[config.mk]
export PLATFORM = sky130hd
export DESIGN_NAME = ibus_decoder
export DESIGN_NICKNAME = d
export VERILOG_FILES = /design/src/rtl/ibus_decoder.sv
export SDC_FILE = /design/constraint.sdc
export NUM_CORES = 1
export LEC_CHECK = 0
export ABC_AREA = 1
export CAP_MARGIN = 5
export CORE_UTILIZATION = 40
export DETAILED_ROUTE_END_ITERATION = 7
export GPL_ROUTABILITY_DRIVEN = 0
export PLACE_DENSITY = 0.57
export SLEW_MARGIN = 20
export SYNTH_ARGS = -nofsm -noshare
export SYNTH_HDL_FRONTEND = slang
export SYNTH_SLANG_ARGS = --single-unit
[constraint.sdc]
create_clock -name clock -period 3.4 [get_ports clock]
set_clock_uncertainty 0.05 [all_clocks]
set_input_delay 0.68 -clock clock [delete_from_list [all_inputs] [get_ports clock]]
set_output_delay 0.68 -clock clock [all_outputs]
set_load 0.01 [all_outputs]
[src/rtl/ibus_decoder.sv]
// ibus_decoder: FlySky iBUS frame decoder.
// Receives bytes from a UART and checks the header and checksum of each frame.
// Only a verified frame is copied into 14 committed 16-bit channel registers.
// Optional feature macro: IBUS_FAILSAFE_EN adds a link-loss timer that drives
// the failsafe output. Without it, failsafe is tied to 0.
//
// Byte handshake: rxDataReady is a one-cycle valid strobe for rxData. There is
// no backpressure. The block takes one byte per cycle in every state except
// CHECK. A byte that arrives during CHECK is dropped.
module ibus_decoder #(
  parameter int CHANNELS     = 14,
  parameter int GAP_CLKS     = 8000,
  parameter int TIMEOUT_CLKS = 1600000
) (
  input  logic        clock,
  input  logic        resetN,
  input  logic        rxDataReady,
  input  logic [7:0]  rxData,
  input  logic [3:0]  chSel,
  output logic [15:0] chValue,
  output logic        frameValid,
  output logic        frameErr,
  output logic [7:0]  errCount,
  output logic        failsafe,
  output logic [2:0]  dbgState
);

  typedef enum logic [2:0] {
    S_HDR0    = 3'd0,
    S_HDR1    = 3'd1,
    S_PAYLOAD = 3'd2,
    S_CKLO    = 3'd3,
    S_CKHI    = 3'd4,
    S_CHECK   = 3'd5
  } state_e;

  localparam int          GW       = $clog2(GAP_CLKS + 1);
  localparam logic [3:0]  CH_LIMIT = 4'(CHANNELS);
  // 0xFFFF minus the two header bytes (0x20 + 0x40)
  localparam logic [15:0] SUM_INIT = 16'hFF9F;

  state_e        state_q, state_d;
  logic [4:0]    idx_q, idx_d;
  logic [15:0]   sum_q, sum_d;
  logic [15:0]   ck_q, ck_d;
  logic          chk_ok_q, chk_ok_d;
  logic          chk_bad_q, chk_bad_d;
  logic          wr_en;
  logic [GW-1:0] gap_q;
  logic          gap_expired;
  logic [15:0]   shadow_q [CHANNELS];
  logic [15:0]   chan_q   [CHANNELS];
  logic [15:0]   chValue_q;
  logic          frameValid_q, frameErr_q;
  logic [7:0]    errCount_q;

  assign gap_expired = (gap_q == GW'(GAP_CLKS));

  // Idle counter: clears on each byte, otherwise counts up and saturates
  always_ff @(posedge clock or negedge resetN) begin
    if (!resetN)               gap_q <= '0;
    else if (rxDataReady)      gap_q <= '0;
    else if (!gap_expired)     gap_q <= gap_q + GW'(1);
  end

  // Next-state logic for the frame parser. An incoming byte takes priority over gap expiry.
  always_comb begin
    state_d   = state_q;
    idx_d     = idx_q;
    sum_d     = sum_q;
    ck_d      = ck_q;
    chk_ok_d  = 1'b0;
    chk_bad_d = 1'b0;
    wr_en     = 1'b0;
    case (state_q)
      S_HDR0: if (rxDataReady && rxData == 8'h20) state_d = S_HDR1;
      S_HDR1: if (rxDataReady) begin
        if (rxData == 8'h40) begin
          state_d = S_PAYLOAD;
          sum_d   = SUM_INIT;
          idx_d   = 5'd0;
        end else if (rxData != 8'h20) begin
          state_d = S_HDR0;
        end
      end
      S_PAYLOAD: if (rxDataReady) begin
        wr_en = 1'b1;
        sum_d = sum_q - {8'h00, rxData};
        idx_d = idx_q + 5'd1;
        if (idx_q == 5'd27) state_d = S_CKLO;
      end
      S_CKLO: if (rxDataReady) begin
        ck_d[7:0] = rxData;
        state_d   = S_CKHI;
      end
      S_CKHI: if (rxDataReady) begin
        ck_d[15:8] = rxData;
        state_d    = S_CHECK;
      end
      S_CHECK: begin
        chk_ok_d  = (ck_q == sum_q);
        chk_bad_d = (ck_q != sum_q);
        state_d   = S_HDR0;
      end
      default: state_d = S_HDR0;
    endcase
    if (!rxDataReady && gap_expired && state_q != S_HDR0 && state_q != S_CHECK)
      state_d = S_HDR0;
  end

  // Parser state, byte index, running sum, latched checksum and check result
  always_ff @(posedge clock or negedge resetN) begin
    if (!resetN) begin
      state_q   <= S_HDR0;
      idx_q     <= '0;
      sum_q     <= '0;
      ck_q      <= '0;
      chk_ok_q  <= 1'b0;
      chk_bad_q <= 1'b0;
    end else begin
      state_q   <= state_d;
      idx_q     <= idx_d;
      sum_q     <= sum_d;
      ck_q      <= ck_d;
      chk_ok_q  <= chk_ok_d;
      chk_bad_q <= chk_bad_d;
    end
  end

  // Shadow buffer: even byte index fills the low byte, odd index fills the high byte
  always_ff @(posedge clock or negedge resetN) begin
    if (!resetN) begin
      for (int i = 0; i < CHANNELS; i++) shadow_q[i] <= '0;
    end else if (wr_en) begin
      if (idx_q[0]) shadow_q[idx_q[4:1]][15:8] <= rxData;
      else          shadow_q[idx_q[4:1]][7:0]  <= rxData;
    end
  end

  // Committed channels change only when a frame's checksum has verified
  always_ff @(posedge clock or negedge resetN) begin
    if (!resetN) begin
      for (int i = 0; i < CHANNELS; i++) chan_q[i] <= '0;
    end else if (chk_ok_q) begin
      for (int i = 0; i < CHANNELS; i++) chan_q[i] <= shadow_q[i];
    end
  end

  // Status pulses and saturating checksum-error counter
  always_ff @(posedge clock or negedge resetN) begin
    if (!resetN) begin
      frameValid_q <= 1'b0;
      frameErr_q   <= 1'b0;
      errCount_q   <= '0;
    end else begin
      frameValid_q <= chk_ok_q;
      frameErr_q   <= chk_bad_q;
      if (chk_bad_q && errCount_q != 8'hFF) errCount_q <= errCount_q + 8'd1;
    end
  end

  // Registered read port: an out-of-range index reads 0
  always_ff @(posedge clock or negedge resetN) begin
    if (!resetN)              chValue_q <= '0;
    else if (chSel < CH_LIMIT) chValue_q <= chan_q[chSel];
    else                      chValue_q <= '0;
  end

  assign chValue    = chValue_q;
  assign frameValid = frameValid_q;
  assign frameErr   = frameErr_q;
  assign errCount   = errCount_q;
  assign dbgState   = state_q;

`ifdef IBUS_FAILSAFE_EN
  localparam int LW = $clog2(TIMEOUT_CLKS + 1);
  logic [LW-1:0] link_q;
  logic          failsafe_q;

  // Link-loss timer. A commit clears the timer and overrides a timeout on the same edge.
  always_ff @(posedge clock or negedge resetN) begin
    if (!resetN) begin
      link_q     <= '0;
      failsafe_q <= 1'b1;
    end else if (chk_ok_q) begin
      link_q     <= '0;
      failsafe_q <= 1'b0;
    end else if (link_q == LW'(TIMEOUT_CLKS)) begin
      failsafe_q <= 1'b1;
    end else begin
      link_q <= link_q + LW'(1);
    end
  end

  assign failsafe = failsafe_q;
`else
  logic unused_timeout;
  assign unused_timeout = (TIMEOUT_CLKS == 0);
  assign failsafe       = 1'b0;
`endif

endmodule

==> summary.txt, run 1 <==
Global route
  – Initial antenna violation count: 2
  – Largest net degree at the start of global routing: 89
  – Met1 Track Usage GR: 0.2894
  – Global Route met3 Usage: 0.02997
  – Vias in the first global route: 16440
  – Total global-route track usage: 0.2090
  – Met2 Use GR: 0.3379
  – GR peak layer: met2
  – First-pass GRT wire length: 93870 um
  – Overflow after GRT: 0

Logic synthesis
  – #FFs+latches synth: 529
  – Main synth FF type: dfrtp_1
  – Post-synth EDFFs: 0
  – Post-synthesis cell area: 22890 um2
  – Async SR Flop Fraction: 1.000
  – Syn nets: 2427
  – Synth Instances: 2399
  – Ys Warns: 0
  – Seq/Total Area, Yosys: 0.5783
  – Mean Syn Cell Area: 9.541 um2
  – Yosys cell types: 40

Layout
  – Final Cell Area: 26080 um2
  – Final core occ: 0.4616
  – Diodes inserted: 0
  – Fraction of layout cells with a size suffix above 1: 0.1378
  – Filler cell count: 5295
  – Syn-to-layout area delta: 13.93%
  – Fin nets: 2433

Clock network
  – Htree depth: 2
  – Hold Buf Count CTS: 1
  – # clock sinks: 529
  – Clk buf depth: 3
  – CTS tree: built
  – Post-CTS Setup Bufs: 0
  – Post-cts sizing count: 0
  – Worst-Skew Late Latency: 620 ps
  – CTS buffer count: 56
  – Clock Pin Slew Worst Setup and Hold Paths: 60 ps
  – CTS Root Cell: clkbuf_16

Die
  – Die Footprint: 58180 um2
  – Core Region: 56500 um2
  – Row count: 87
  – I/O pin count: 45
  – DIE HEIGHT: 241.2 um
  – Initial Util: 0.4052
  – Die width: 241.2 um

Worst setup path
  – Startpoint Class: flip-flop
  – Crit. End Element: flip-flop
  – Worst-path maximum fanout: 16
  – Data arrival, critical path: 2820 ps
  – R2R depth: 8
  – Crit Path Class: reg2reg
  – Critical Path RT: 3800 ps

Timing
  – Hold Vio Cnt, Final: 0
  – F_max: 414.1 MHz
  – Slew of the pin with the lowest slew margin: 812.6 ps
  – Final Critical Period: 2415 ps
  – RSZ-0062 raised after global routing: no
  – Final worst-path cycle share: 0.7103
  – Fin. max-slew vios: 0
  – Slew HR: 0.4583
  – Endpoints failing setup: 0
  – Setup TNS: 0 ps

Route
  – Starting DRT DRC Count: 1083
  – Vias: 16470
  – Post-route ant nets: 0
  – Drt wl/cell: 18.13 um
  – Routed wire length: 58160 um
  – Vias per cell: 5.134
  – DRC: 0
  – Drt pass-1 iters: 5

Hold path
  – Worst hold path class: reg2reg
  – Worst hold stages: 0

Job
  – MaxCap Viol Count: 0

Pwr
  – Pwr dens: 653.4 nW/um2
  – Lkg Pwr: 0.01206 uW
  – Maximum vdd drop: 0.0003785 V
  – Total Power: 17040 uW

Placement
  – Dpl hpwl: 36690 um
  – Port buffer count: 43
  – Area after DPL: 24110 um2

Status
  – Status: completed
-- cell families after synthesis --
logic type	Yosys count	share of synthesized area
simple gates	731	0.1362
mux	97	0.04772
other cells	1	0.0001638
compound gates	654	0.1534
fa+ha+maj	13	0.007434
flops	529	0.5783
buf+inv	347	0.06641
xor+xnor	27	0.01033
-- final timing paths --
kind / end / slack [ps] / start
hold reg to reg: frameErr / 370 / chk_bad_q
max in group asynchronous: shadow_q[31] / 1830 / resetN
setup reg to reg: shadow_q[192] / 990 / dbgState[2]
setup / recovery: shadow_q[192] / 990 / dbgState[2]
hold / removal: frameErr / 370 / chk_bad_q
min in group asynchronous: chan_q[96] / 540 / resetN
-- state kept, by name (all words and copies together), names as in the netlist --
signal      cells
chValue        16
chan_q        224
chk_bad_q       1
chk_ok_q        1
ck_q           16
dbgState        3
errCount        8
frameErr        1
frameValid      1
gap_q          13
idx_q           5
shadow_q      224
sum_q          16
-- report_power, final --
group | switching [uW] | internal [uW]
Clock | 2550 | 3860
Combinational | 1720 | 1040
Sequential | 651 | 7220
Total | 4920 | 12100
-- metrics by stage --
stage	instances	setup slack [ps]	hold slack [ps]
after global routing	3208	776.0	384.2
final	3208	985.1	368.1
after CTS	3208	930.3	364.4
after detailed placement	3102	359.3	351.4
after global placement	3102	453.4	350.5
after floorplan	2399	945.3	298.7
-- worst max-delay path, cell delays in order, from the launching register on --
cell     delay (ps)
dfrtp_1         430
inv_2           140
nand3_4         130
nor2_4          130
inv_2            90
nor2_4          520
nand2_1         500
nand2_1         170
o21ai_0          90
-- cell type report --
class,instances,area (um2),share of cell area
flip-flops and latches,529,13240,0.5077
multi-input cells,1523,8132,0.3118
clock buffers,85,1722,0.06602
repair buffers,91,1033,0.03963
well taps,756,945.9,0.03627
inverters,204,767.0,0.02941
clock inverters,20,237.7,0.009116
-- cells in the mapped netlist, types with 34 or more instances --
library cell / count / area share
a21oi_1: 129 / 0.028
o21ai_2: 60 / 0.023
buf_2: 34 / 0.0074
o21ai_0: 358 / 0.078
nor2_1: 68 / 0.011
mux2_2: 97 / 0.048
o21ai_1: 99 / 0.022
clkbuf_1: 70 / 0.011
inv_1: 198 / 0.032
dfrtp_1: 529 / 0.58
nand2_1: 515 / 0.084
nand3_1: 88 / 0.019
-- layer usage --
| layer | routed length (um) | up-vias | share of wire |
|---|---|---|---|
| li1 | - | 7924 | - |
| met1 | 26600 | 8113 | 0.46 |
| met2 | 27450 | 341 | 0.47 |
| met3 | 2570 | 92 | 0.044 |
| met4 | 1535 | 0 | 0.026 |
| met5 | 0 | - | 0 |
-- cells in the final DEF (no fill, tap or decap), types with 29 or more instances in the layout --
| master | count |
|---|---|
| inv_1 | 193 |
| mux2_2 | 97 |
| clkbuf_16 | 57 |
| nand3_1 | 88 |
| o21ai_0 | 358 |
| o21ai_2 | 60 |
| o21ai_1 | 99 |
| nand2_1 | 515 |
| a21oi_1 | 129 |
| buf_4 | 29 |
| dfrtp_1 | 528 |
| clkdlybuf4s50_1 | 41 |
| nor2_1 | 68 |
Power figures use the tool's default switching activity.
==> run 2, diff against run 1 <==
==> constraint.sdc (replaced) <==
create_clock -name clock -period 2.35 [get_ports clock]
set_clock_uncertainty 0.05 [all_clocks]
set_input_delay 0.47 -clock clock [delete_from_list [all_inputs] [get_ports clock]]
set_output_delay 0.47 -clock clock [all_outputs]
set_load 0.01 [all_outputs]
==> summary.txt, run 2 (synthesis gave the netlist of run 1 again) <==
Worst setup path
  – R2R depth: 11 (was 8)
  – RR Startpoint: sum_q[0] (was dbgState[2])
  – Worst-path maximum fanout: 6 (was 16)
  – FF-to-FF setup slack: 320 ps (was 990 ps)
  – Family with the most delay on the worst path: buffers and inverters (was simple AND/OR/NAND/NOR gates)
  – R2r endpoint: sum_q[12] (was shadow_q[192])
  – Critical path's slowest cell: clkdlybuf4s50_1 (was nor2_4)
  – Max incr delay on CP: 580 ps (was 520 ps)
  – Crit path to: dbgState[1] (was shadow_q[192])
  – CP Depth: 1 (was 8)
  – Data arrival, critical path: 1650 ps (was 2820 ps)
  – Critical Path RT: 1830 ps (was 3800 ps)
  – CP Launch Point: dbgState[1] (was dbgState[2])
  – Startpoint Class: flip-flop (unchanged)
  – Crit Path Class: reg2out (was reg2reg)
  – Crit. End Element: primary output (was flip-flop)
  – Cells along the critical path: clkdlybuf4s50_1 (was inv_2 > nand3_4 > nor2_4 > inv_2 > nor2_4 > nand2_1 > nand2_1 > o21ai_0)
  – Crit path buf inv count: 1 (was 2)

Route
  – Post-route ant nets: 0 (unchanged)
  – DRC: 0 (unchanged)
  – Routed wire length: 59330 um (was 58160 um)
  – Vias per cell: 5.135 (was 5.134)
  – Starting DRT DRC Count: 1131 (was 1083)
  – Drt wl/cell: 18.17 um (was 18.13 um)
  – Drt pass-1 iters: 5 (unchanged)
  – Vias: 16770 (was 16470)

Status
  – Status: completed (unchanged)

Layout
  – Largest regs: chan_q x224, shadow_q x224 (unchanged)
  – Diodes inserted: 0 (unchanged)
  – Most common cell after layout, fill and taps aside: dfrtp_1 (unchanged)
  – Fin nets: 2496 (was 2433)
  – Syn-to-layout area delta: 16.50% (was 13.93%)
  – Most frequent cells in the layout: 528 x dfrtp_1, 515 x nand2_1, 358 x o21ai_0, 193 x inv_1, 129 x a21oi_1 (unchanged)
  – Final Cell Area: 26670 um2 (was 26080 um2)
  – Final Non-Filler Cells: 3266 (was 3208)
  – Fraction of layout cells with a size suffix above 1: 0.1562 (was 0.1378)

Timing
  – Final worst-path cycle share: 0.9233
  – Final Critical Period: 2170 ps
  – Hold Vio Cnt, Final: 0 (unchanged)
  – Final worst setup slack: 180.3 ps (was 985.1 ps)
  – Endpoints failing setup: 0 (unchanged)
  – F_max: 460.9 MHz
  – RSZ-0062 raised after global routing: no (unchanged)
  – Slew HR: 0.5478 (was 0.4583)
  – Fin. max-slew vios: 0 (unchanged)
  – Slew of the pin with the lowest slew margin: 678.2 ps (was 812.6 ps)

Clock network
  – Hold Buf Count CTS: 1 (unchanged)
  – Post-CTS Setup Bufs: 0 (unchanged)
  – # clock sinks: 529 (unchanged)
  – CTS Root Cell: clkbuf_16 (unchanged)
  – Post-cts sizing count: 0 (unchanged)
  – CTS tree: built (unchanged)
  – Clock Pin Slew Worst Setup and Hold Paths: 60 ps (about the same)
  – Htree depth: 2 (unchanged)
  – Clk buf depth: 3 (unchanged)
  – Worst-Skew Late Latency: 620 ps (about the same)
  – CTS buffer count: 57 (was 56)

Job
  – MaxCap Viol Count: 0 (unchanged)

Global route
  – Largest net degree at the start of global routing: 73 (was 89)
  – Initial antenna violation count: 0 (was 2)
  – Vias in the first global route: 16670 (was 16440)
  – First-pass GRT wire length: 94250 um (was 93870 um)
  – Total global-route track usage: 0.2102 (was 0.2090)
  – Overflow after GRT: 0 (unchanged)

Die
  – Row count: 87 (unchanged)
  – Core Region: 56500 um2 (unchanged)
  – Die Footprint: 58180 um2 (unchanged)
  – Die width: 241.2 um (unchanged)
  – I/O pin count: 45 (unchanged)
  – Initial Util: 0.4052 (unchanged)
  – DIE HEIGHT: 241.2 um (unchanged)

Pwr
  – Total Power: 24800 uW (was 17040 uW)
  – Lkg Pwr: 0.01239 uW (was 0.01206 uW)
  – Maximum vdd drop: 0.0006619 V (was 0.0003785 V)
  – Net Sw Frac: 0.2891 (was 0.2889)
  – P_int: 17630 uW (was 12120 uW)
  – Pwr dens: 930.1 nW/um2 (was 653.4 nW/um2)
  – Sequential Power Share: 0.460 (was 0.462)
  – Net Sw Power: 7170 uW (was 4923 uW)
  – Fraction of power consumed by the clock network: 0.364 (was 0.376)
  – Logic pwr share: 0.175 (was 0.162)

Placement
  – Port buffer count: 43 (unchanged)
  – Dpl hpwl: 37960 um (was 36690 um)
  – Placed insts: 3164 (was 3102)
  – Pre-CTS WS: -192.2 ps (was 359.3 ps)
  – Area after DPL: 24750 um2 (was 24110 um2)

Hold path
  – Worst hold path class: in2async (was reg2reg)
run 2: per-stage QoR:
| step | utilization | hold WS [ps] | TNS, ps |
|---|---|---|---|
| after detailed placement | 0.4381 | 357.3 | -1434 |
| after floorplan | - | 124.4 | 0 |
| after global routing | 0.4720 | 381.9 | 0 |
| after global placement | 0.4381 | 357.1 | -1175 |
| final | 0.4720 | 340.6 | 0 |
| after CTS | 0.4720 | 338.3 | 0 |
run 2: how the worst min path moves through the flow:
| stage | startpoint | slack, ps | cells past startpoint | endpoint |
|---|---|---|---|---|
| final | resetN | 340 | 2 | shadow_q[100] |
| after global routing | resetN | 380 | 2 | chan_q[100] |
| after CTS | resetN | 340 | 2 | shadow_q[100] |
| after detailed placement | chk_bad_q | 360 | 0 | frameErr |
| after global placement | chk_bad_q | 360 | 0 | frameErr |
| after floorplan | resetN | 120 | 0 | chValue[0] |
run 2: power by group through the flow:
stage          clock network [uW]  logic [uW]  registers (uW)
2_1_floorplan                   0        2770           11300
3_3_place_gp                    0        4220           11500
3_5_place_dp                    0        4340           11500
4_1_cts                      9240        4360           11400
5_1_grt                      9610        4890           11600
6_report                     9040        4350           11400
run 2: cell type report:
class,instances,area (um2)
clock buffers,88,1734
well taps,756,945.9
flip-flops and latches,529,13240
fillers,5285,29830
multi-input cells,1523,8132
repair buffers,153,1674
inverters,204,767.0
clock inverters,13,171.4
run 2: layer usage:
metal | wire, um | GRT usage | vias to the layer above
met5 | 0 | 0 | -
met4 | 1860 | 0.07422 | 0
met3 | 2244 | 0.02655 | 111
met2 | 28140 | 0.3406 | 352
met1 | 27090 | 0.2906 | 8286
li1 | - | - | 8021
==> run 3, diff against run 2 <==
--- a/config.mk
+++ b/config.mk
@@ -8,6 +8,7 @@
 export ABC_AREA = 1
 export CAP_MARGIN = 5
 export CORE_UTILIZATION = 40
+export CTS_CLUSTER_DIAMETER = 150
 export DETAILED_ROUTE_END_ITERATION = 7
 export GPL_ROUTABILITY_DRIVEN = 0
 export PLACE_DENSITY = 0.57
==> constraint.sdc (replaced) <==
create_clock -name clock -period 2.2 [get_ports clock]
set_clock_uncertainty 0.05 [all_clocks]
set_input_delay 0.44 -clock clock [delete_from_list [all_inputs] [get_ports clock]]
set_output_delay 0.44 -clock clock [all_outputs]
set_load 0.01 [all_outputs]
==> summary.txt, run 3 (synthesis gave the netlist of run 1 again) <==
Route
  – Routed wire length: 56230 um (was 59330 um)
  – Vias per cell: 5.077 (was 5.135)
  – Top sig layer: met4 (unchanged)
  – Vias: 16600 (was 16770)
  – Met1 WL: 25670 um (was 27090 um)
  – Drt pass-1 iters: 5 (unchanged)
  – Met3 Wirelength: 2169 um (was 2244 um)
  – Metal2 WL: 26800 um (was 28140 um)
  – Drt wl/cell: 17.20 um (was 18.17 um)
  – DRC: 0 (unchanged)
  – Post-route ant nets: 0 (unchanged)
  – Starting DRT DRC Count: 1070 (was 1131)

Clock network
  – Htree depth: 2 (unchanged)
  – # clock sinks: 529 (unchanged)
  – Post-CTS Setup Bufs: 0 (unchanged)
  – CTS buffer count: 57 (unchanged)
  – CTS tree: built (unchanged)
  – Clk buf depth: 3 (unchanged)
  – Worst-Skew Late Latency: 610 ps (was 620 ps)
  – Clock Pin Slew Worst Setup and Hold Paths: 60 ps (about the same)
  – CTS Root Cell: clkbuf_16 (unchanged)

Global route
  – Vias in the first global route: 16510 (was 16670)
  – Largest net degree at the start of global routing: 77 (was 73)
  – Overflow after GRT: 0 (unchanged)
  – Initial antenna violation count: 1 (was 0)
  – Total global-route track usage: 0.2013 (was 0.2102)
  – First-pass GRT wire length: 91430 um (was 94250 um)

Worst setup path
  – Max incr delay on CP: 580 ps (about the same)
  – CP Depth: 1 (unchanged)
  – Crit path buf inv count: 1 (unchanged)
  – Critical path's slowest cell: clkdlybuf4s50_1 (unchanged)
  – Crit. End Element: primary output (unchanged)
  – Family with the most delay on the worst path: buffers and inverters (unchanged)
  – Critical Path RT: 1710 ps (was 1830 ps)
  – Crit Path Class: reg2out (unchanged)
  – R2R depth: 11 (unchanged)
  – Startpoint Class: flip-flop (unchanged)
  – Cells along the critical path: clkdlybuf4s50_1 (unchanged)
  – Data arrival, critical path: 1640 ps (was 1650 ps)
  – Worst-path maximum fanout: 7 (was 6)

Die
  – Row count: 87 (unchanged)
  – DIE HEIGHT: 241.2 um (unchanged)
  – Core Region: 56500 um2 (unchanged)
  – Die Footprint: 58180 um2 (unchanged)
  – I/O pin count: 45 (unchanged)
  – Die width: 241.2 um (unchanged)
  – Initial Util: 0.4052 (unchanged)

Layout
  – FF/Latch Area: 13240 um2 (about the same)
  – Area of the multi-input gates: 8135 um2 (was 8132 um2)
  – Most frequent cells in the layout: 527 x dfrtp_1, 515 x nand2_1, 358 x o21ai_0, 191 x inv_1, 128 x a21oi_1 (was 528 x dfrtp_1, 515 x nand2_1, 358 x o21ai_0, 193 x inv_1, 129 x a21oi_1)
  – Syn-to-layout area delta: 16.52% (was 16.50%)
  – Largest regs: chan_q x224, shadow_q x224 (unchanged)
  – Final core occ: 0.4721 (was 0.4720)
  – Final Cell Area: 26670 um2 (about the same)
  – Filler cell count: 5244 (was 5285)
  – Fin nets: 2500 (was 2496)
  – Fraction of layout cells with a size suffix above 1: 0.1592 (was 0.1562)
  – Most common cell after layout, fill and taps aside: dfrtp_1 (unchanged)
  – Diodes inserted: 0 (unchanged)

Timing
  – Slew of the pin with the lowest slew margin: 627.6 ps (was 678.2 ps)
  – Final worst setup slack: 71.89 ps (was 180.3 ps)
  – Final Critical Period: 2128 ps
  – Setup TNS: 0 ps (unchanged)
  – Endpoints failing setup: 0 (unchanged)
  – Fin. max-slew vios: 0 (unchanged)
  – RSZ-0062 raised after global routing: no (unchanged)
  – Slew HR: 0.5816 (was 0.5478)
  – Hold Vio Cnt, Final: 0 (unchanged)
  – F_max: 469.9 MHz
  – Final worst-path cycle share: 0.9673

Pwr
  – Net Sw Frac: 0.2859 (was 0.2891)
  – Sequential Power Share: 0.462 (was 0.460)
  – Lkg Pwr: 0.01240 uW (was 0.01239 uW)
  – Total Power: 26330 uW (was 24800 uW)
  – Fraction of power consumed by the clock network: 0.364 (about the same)
  – P_int: 18800 uW (was 17630 uW)
  – Pwr dens: 987.1 nW/um2 (was 930.1 nW/um2)
  – Logic pwr share: 0.174 (was 0.175)
  – Maximum vdd drop: 0.0006629 V (was 0.0006619 V)
  – Net Sw Power: 7528 uW (was 7170 uW)

Placement
  – Dpl hpwl: 36390 um (was 37960 um)
  – Pre-CTS WS: -273.6 ps (was -192.2 ps)
  – Area after DPL: 24770 um2 (was 24750 um2)
  – Port buffer count: 43 (unchanged)

Status
  – Status: completed (unchanged)

Job
  – MaxCap Viol Count: 0 (unchanged)

Hold path
  – Worst hold path class: in2async (unchanged)
==> run 3: final timing paths <==
path                        startpoint            to  slack, ps
max reg2reg                   sum_q[0]     sum_q[12]        230
max in group asynchronous       resetN      chk_ok_q       1040
min reg2reg                  chk_bad_q      frameErr        360
max                        dbgState[0]   dbgState[0]         70
min                             resetN  shadow_q[66]        270
min in group clock           chk_bad_q      frameErr        360
==> run 3: routing by layer <==
metal	vias to the layer above	GRT usage
met5	-	0
met4	0	0.06617
met3	104	0.02985
met2	297	0.3293
met1	8154	0.2747
li1	8041	-
==> run 3: power by group through the flow <==
| stage | clock network [uW] | logic (uW) | registers, uW |
|---|---|---|---|
| finish | 9580 | 4590 | 12200 |
| global route | 10200 | 5260 | 12300 |
| CTS | 9820 | 4630 | 12100 |
| detailed placement | 0 | 4610 | 12300 |
| global placement | 0 | 4470 | 12200 |
| floorplan | 0 | 2960 | 12100 |
==> run 3: stage by stage <==
stage	instances	hold WS (ps)
2_1_floorplan	2399	94.41
3_3_place_gp	3168	309.4
3_5_place_dp	3168	309.8
4_1_cts	3269	254.6
5_1_grt	3269	289.1
6_report	3269	267.7
==> run 3: repair_timing <==
| item | 4_1_cts | 5_1_grt |
|---|---|---|
| hold buffers | 1 | 0 |
| gates resized for setup | 1 | 1 |
| pin swaps | 0 | 0 |
| endpoints found under the hold margin | 28 | 0 |
| setup endpoints to repair | 1 | 1 |
==> run 3: cell type report <==
cell class              count  share of cell area
clock buffers              86             0.06479
clock inverters            14            0.006005
inverters                 204             0.02876
multi-input cells        1523              0.3050
flip-flops and latches    529              0.4965
well taps                 756             0.03547
repair buffers            157             0.06343
==> edit 1: new RTL, config.mk and constraints of run 2 <==
Compare `idx_q` against `5'd27` with >= in place of ==.
--- a/src/rtl/ibus_decoder.sv
+++ b/src/rtl/ibus_decoder.sv
@@ -87,7 +87,7 @@
         wr_en = 1'b1;
         sum_d = sum_q - {8'h00, rxData};
         idx_d = idx_q + 5'd1;
-        if (idx_q == 5'd27) state_d = S_CKLO;
+        if (idx_q >= 5'd27) state_d = S_CKLO;
       end
       S_CKLO: if (rxDataReady) begin
         ck_d[7:0] = rxData;
Formal check against the unedited RTL: no difference found for any inputs over 4 cycles, from zero or initial values and one cycle with resetN low; that may be too few to reach the edited logic, so the function may still have changed.
==> edit 1 against run 2 <==
Wire length down 3.0%. Design area is 0.67% higher. Non-clock buffer count increased by 19. Global-route usage is 0.89 points lower. Synthesized area grew 0.38%. Worst setup slack worse by 0.067 ns. Sequential cell count did not move. Synthesized cell count increased by 0.46%. Critical path type unchanged. Critical endpoint is now dbgState[2]. Largest cell class unchanged.
Power is not compared: it rests on default switching activity, and its combinational part moved more than twofold at a synthesized area within 25%.
==> edit 1: results (changes against run 2) <==
stage;metric;value;unit;change
routing;drtIter0Drc;1443;;+28%
grt;busiest_layer;met2;;
grt;use_met2;0.3222;;-0.01838
synth;ys_seq_area_frac;0.5762;;-0.002173
hold_path;holdPathStages;0;;
critical_path;critPathMaxFanout;8;;+2
grt;grt_use_total;0.2013;;-0.008855
cells_and_area;nets;2525;;+1.2%
grt;use_met3;0.02741;;+0.0008643
critical_path;crit_family;buffers and inverters;;
status;status;complete, no violations;;
power_and_ir_drop;p_int;15420;uW;
clock_tree;clk_transition_reported_paths;0.06;ns;about the same
clock_tree;cts_buffers;56;;-1.8%
power_and_ir_drop;ir_drop;0.5109;mV;
grt;grt_use_met1;0.2891;;-0.001518
cells_and_area;fillers;5303;;+0.34%
synth;syn_nets;2438;;+0.45%
grt;grt_max_degree;82;;+12%
grt;grt_pass1_wl;93890;um;-0.39%
synth;netlist-cell-type-count;41;;+2.5%
clock_tree;root_buffer;clkbuf_16;;
routing;wl_per_cell;17.44;um;-4.0%
synth;synthFlopType;dfrtp_1;;
synth;yosysTopAreaCellShare;0.5762;;-0.002173
place;port_buffers;43;;unchanged
synth;synth-async-reset-ratio;1.000;;unchanged
cells_and_area;instances_no_fill;3300;;+1.0%
critical_path;worst-r2r-cell-count;9;;-2
clock_tree;htreeDepth;2;;unchanged
grt;antenna_found_initial;0;;unchanged
critical_path;cp.arrival;1.72;ns;+0.07 ns
synth;netlist_top_cells_area;dfrtp_1 58%, nand2_1 8.7%, o21ai_0 8.1%;;
place;placed_cells;3194;;+0.95%
power_and_ir_drop;p_leak;0.01258;uW;
synth;ys_warn_count;0;;unchanged
timing;min_period;2.237;ns;+0.06716 ns
clock_tree;cts.path.max_buffers;3;;unchanged
place;place_area;24890;um^2;+0.56%
place;hpwl;38690;um;+1.9%
cells_and_area;antennaDiodeCount;0;;unchanged
timing;tightest_slew;0.6128;ns;-0.06543 ns
critical_path;regToRegSetupSlack;0.19;ns;-0.13 ns
cells_and_area;top_regs;chan_q: 224 flops, shadow_q: 224 flops;;
synth;synth_common_cells;534 x nand2_1, 529 x dfrtp_1, 370 x o21ai_0;;
hold_path;holdCritPathClass;flop to flop;;
routing;vias;16900;;+0.76%
cells_and_area;layout-drive-gt1-share;0.1694;;+0.01324
critical_path;cpPeakStageDelay;0.60;ns;+0.02 ns
synth;syn_inst;2410;;+0.46%
place;pre_cts_ws;-0.1066;ns;+0.08565 ns
[edit 1: through the flow]
stage	hold slack, ns	utilization	TNS, ns
global route	0.3460	0.4742	0
detailed placement	0.3263	0.4397	-0.9429
finish	0.3304	0.4742	0
global placement	0.3273	0.4397	-0.9752
floorplan	0.1244	-	0
CTS	0.3359	0.4742	0
[edit 1: final timing paths]
kind                                  start             to
worst min register to register    chk_bad_q       frameErr
worst min-delay path              chk_bad_q       frameErr
min in group asynchronous            resetN     chan_q[28]
worst max-delay path            dbgState[2]    dbgState[2]
worst max register to register  dbgState[2]  shadow_q[113]
max in group asynchronous            resetN       chk_ok_q
[edit 1: layer usage]
| metal | vias up | part of all wire |
|---|---|---|
| met5 | - | 0 |
| met4 | 0 | 0.021 |
| met3 | 86 | 0.044 |
| met2 | 360 | 0.46 |
| met1 | 8346 | 0.47 |
| li1 | 8105 | - |
[edit 1: cell type report]
class / instances / area (um^2) / share of cell area
sequential: 529 / 13240 / 0.4933
multi-input combinational: 1541 / 8267 / 0.3079
inverter: 197 / 744.5 / 0.02773
clock buffer: 79 / 1638 / 0.06101
timing repair buffer: 172 / 1704 / 0.06348
tap: 756 / 945.9 / 0.03524
clock inverter: 26 / 304.0 / 0.01133
[edit 1: kinds of logic (layout without fill, tap and decap cells)]
family,after synthesis,in the layout,share of synthesized area
flip-flops,529,529,0.5762
adder cells (fa/ha/maj),13,13,0.007406
multiplexers,98,98,0.04803
XOR/XNOR,24,24,0.009149
other,1,1,0.0001632
AND/OR/NAND/NOR,746,746,0.1390
AO/OA/AOI/OAI,659,659,0.1559
buffers and inverters,340,474,0.06426
[edit 1: power groups by stage]
stage / sequential (uW) / clock (uW) / combinational [uW]
2_1_floorplan: 9600 / 0 / 923
3_3_place_gp: 9620 / 0 / 1750
3_5_place_dp: 9630 / 0 / 1770
4_1_cts: 9460 / 9430 / 1780
5_1_grt: 9490 / 9810 / 1970
6_report: 9470 / 9220 / 1770
[edit 1: what timing repair did]
item | CTS | global route
resized for setup | 0 | 2
hold endpoints to repair | 40 | 0
setup buffers | 0 | 0
endpoints found under the setup margin | 0 | 15
hold buffers | 1 | 0
==> edit 2: new RTL, config.mk and constraints of run 2 <==
Made on the original files. Set the parameter `GAP_CLKS` to 16000 (it was 8000).
--- a/src/rtl/ibus_decoder.sv
+++ b/src/rtl/ibus_decoder.sv
@@ -9,7 +9,7 @@
 // CHECK. A byte that arrives during CHECK is dropped.
 module ibus_decoder #(
   parameter int CHANNELS     = 14,
-  parameter int GAP_CLKS     = 8000,
+  parameter int GAP_CLKS     = 16000,
   parameter int TIMEOUT_CLKS = 1600000
 ) (
   input  logic        clock,
Formal check against the unedited RTL: no difference found for any inputs over 4 cycles, from zero or initial values and one cycle with resetN low; that may be too few to reach the edited logic, so the function may still have changed.
==> edit 2 against run 2 <==
Design area shrank 1.2%. Core utilization shrank 0.36 points. Wire length shrank 3.5%. First-iteration DRC count grew 6.5%. Worst setup slack lost 0.091 ns. Synthesized cell count grew 2.0%. Sequential cell count grew 1. Non-clock buffer count shrank 11. Via count grew 0.13%. Global-route usage shrank 0.54 points. Synthesized area shrank 0.66%.
Power is not compared: it rests on default switching activity, and its combinational part moved more than twofold at a synthesized area within 25%.
==> edit 2: results (changes against run 2) <==
stage;metric;value;unit;change
synth;syn_nets;2474;;+1.9%
synth;synth_compound_gate_area_share;0.1459;;-0.007516
clock_tree;cts_buffers;56;;-1.8%
routing;drtIter0Drc;1204;;+6.5%
cells_and_area;nMultiInputCombCells;1555;;+2.1%
synth;synth_xor_area_frac;0.008474;;-0.001858
cells_and_area;sh_seq_area;0.5033;;+0.006751
cells_and_area;fillers;5363;;+1.5%
synth;synth_common_cells;538 x nand2_1, 530 x dfrtp_1, 360 x o21ai_0;;
grt;grt_use_total;0.2048;;-0.005401
cells_and_area;layout-drive-gt1-share;0.1294;;-0.02680
cells_and_area;buf_share;0.05658;;-0.006198
status;status;complete, no violations;;
critical_path;r2r_start;dbgState[0];;
cells_and_area;nets;2530;;+1.4%
synth;synthAdderAreaFrac;0.007483;;+0.00004909
clock_tree;cts_setup_buffers;0;;unchanged
cells_and_area;inv_count;217;;+6.4%
place;place_area;24500;um^2;-1.0%
cells_and_area;seq_cell_count;530;;+0.19%
power_and_ir_drop;switching_share;0.2516;;
timing;finalSetupViolCount;0;;unchanged
synth;netlist-cell-type-count;41;;+2.5%
routing;wl_per_cell;17.36;um;-4.4%
synth;ys_seq_area_frac;0.5833;;+0.004919
routing;vias;16790;;+0.13%
synth;ys_warn_count;0;;unchanged
critical_path;cp_slowest_cell;clkdlybuf4s50_1;;
power_and_ir_drop;p_leak;0.01221;uW;
grt;grt_pass1_vias;16470;;-1.2%
cells_and_area;area_delta_synth_final;15.91;%;
power_and_ir_drop;p_per_area;761.3;nW/um^2;
synth;synthMuxAreaShare;0.04754;;-0.0001801
cells_and_area;n_clock_buffer;86;;-2.3%
grt;grt_pass1_wl;91900;um;-2.5%
cells_and_area;multi_input_area;7991;um^2;-1.7%
critical_path;cp.arrival;1.74;ns;+0.09 ns
critical_path;cpPeakStageDelay;0.61;ns;+0.03 ns
clock_tree;htreeDepth;2;;unchanged
clock_tree;clk_latency;0.64;ns;+0.02 ns
critical_path;worst-r2r-cell-count;8;;-3
grt;use_met2;0.3225;;-0.01806
grt;use_met3;0.02928;;+0.002727
grt;grt_max_degree;65;;-11%
timing;tightest_slew;0.6000;ns;-0.07825 ns
synth;netlist_top_cells_area;dfrtp_1 58%, nand2_1 8.9%, o21ai_0 7.9%;;
place;hpwl;37320;um;-1.7%
routing;dr.pass1.iters;5;;unchanged
timing;fin_hold_ws;0.3369;ns;-0.003656 ns
cells_and_area;clock_cell_area_share;0.07007;;-0.001397
critical_path;critPathMaxFanout;8;;+2
grt;antenna_found_initial;1;;+1
grt;grt_use_met1;0.2958;;+0.005200
hold_path;holdCritPathClass;input port to async pin;;
critical_path;reg2reg_to;shadow_q[168];;
cells_and_area;buffers;142;;-7.2%
critical_path;regToRegSetupSlack;0.23;ns;-0.09 ns
edit 2: cell count changes after synthesis, sizes merged, moves of 2 or more:
cell and delta:
a31oi -2, and2 +3, buf -11, clkbuf +12, inv +14, nand2 +26, nand3 +10, nand4 -4
nor2 -2, nor3b -2, o21ai +7, xnor2 -3, xor2 -2
edit 2: per-layer routing:
layer,vias to the layer above,share of wire
met4,0,0.021
met2,283,0.46
met1,8304,0.48
li1,8126,-
met3,79,0.038
met5,-,0
edit 2: what timing repair did:
item                                   in CTS  in global routing
endpoints found under the hold margin      36                  0
setup endpoints to repair                   0                  0
hold buffers                                1                  0
edit 2: through the flow:
step	setup slack (ns)	utilization	std cells
floorplan	0.2938	-	2446
global placement	-0.2297	0.4354	3199
detailed placement	-0.1665	0.4354	3199
CTS	0.04190	0.4684	3299
global route	0.01005	0.4684	3299
finish	0.08946	0.4684	3299
edit 2: power by group through the flow:
| stage | logic [uW] | registers (uW) | clock network, uW |
|---|---|---|---|
| finish | 1820 | 9480 | 8770 |
| global route | 2030 | 9490 | 9350 |
| CTS | 1830 | 9480 | 8990 |
| detailed placement | 1820 | 9640 | 0 |
| global placement | 1810 | 9640 | 0 |
| floorplan | 964 | 9610 | 0 |
edit 2: worst max-delay path by stage:
stage | startpoint | endpoint | slack (ns)
3_3_place_gp | chSel[1] | chValue[6] | -0.23
4_1_cts | dbgState[0] | dbgState[0] | 0.04
5_1_grt | dbgState[0] | dbgState[0] | 0.01
2_1_floorplan | rxData[7] | sum_q[10] | 0.29
6_report | dbgState[0] | dbgState[0] | 0.09
3_5_place_dp | chSel[1] | chValue[6] | -0.17
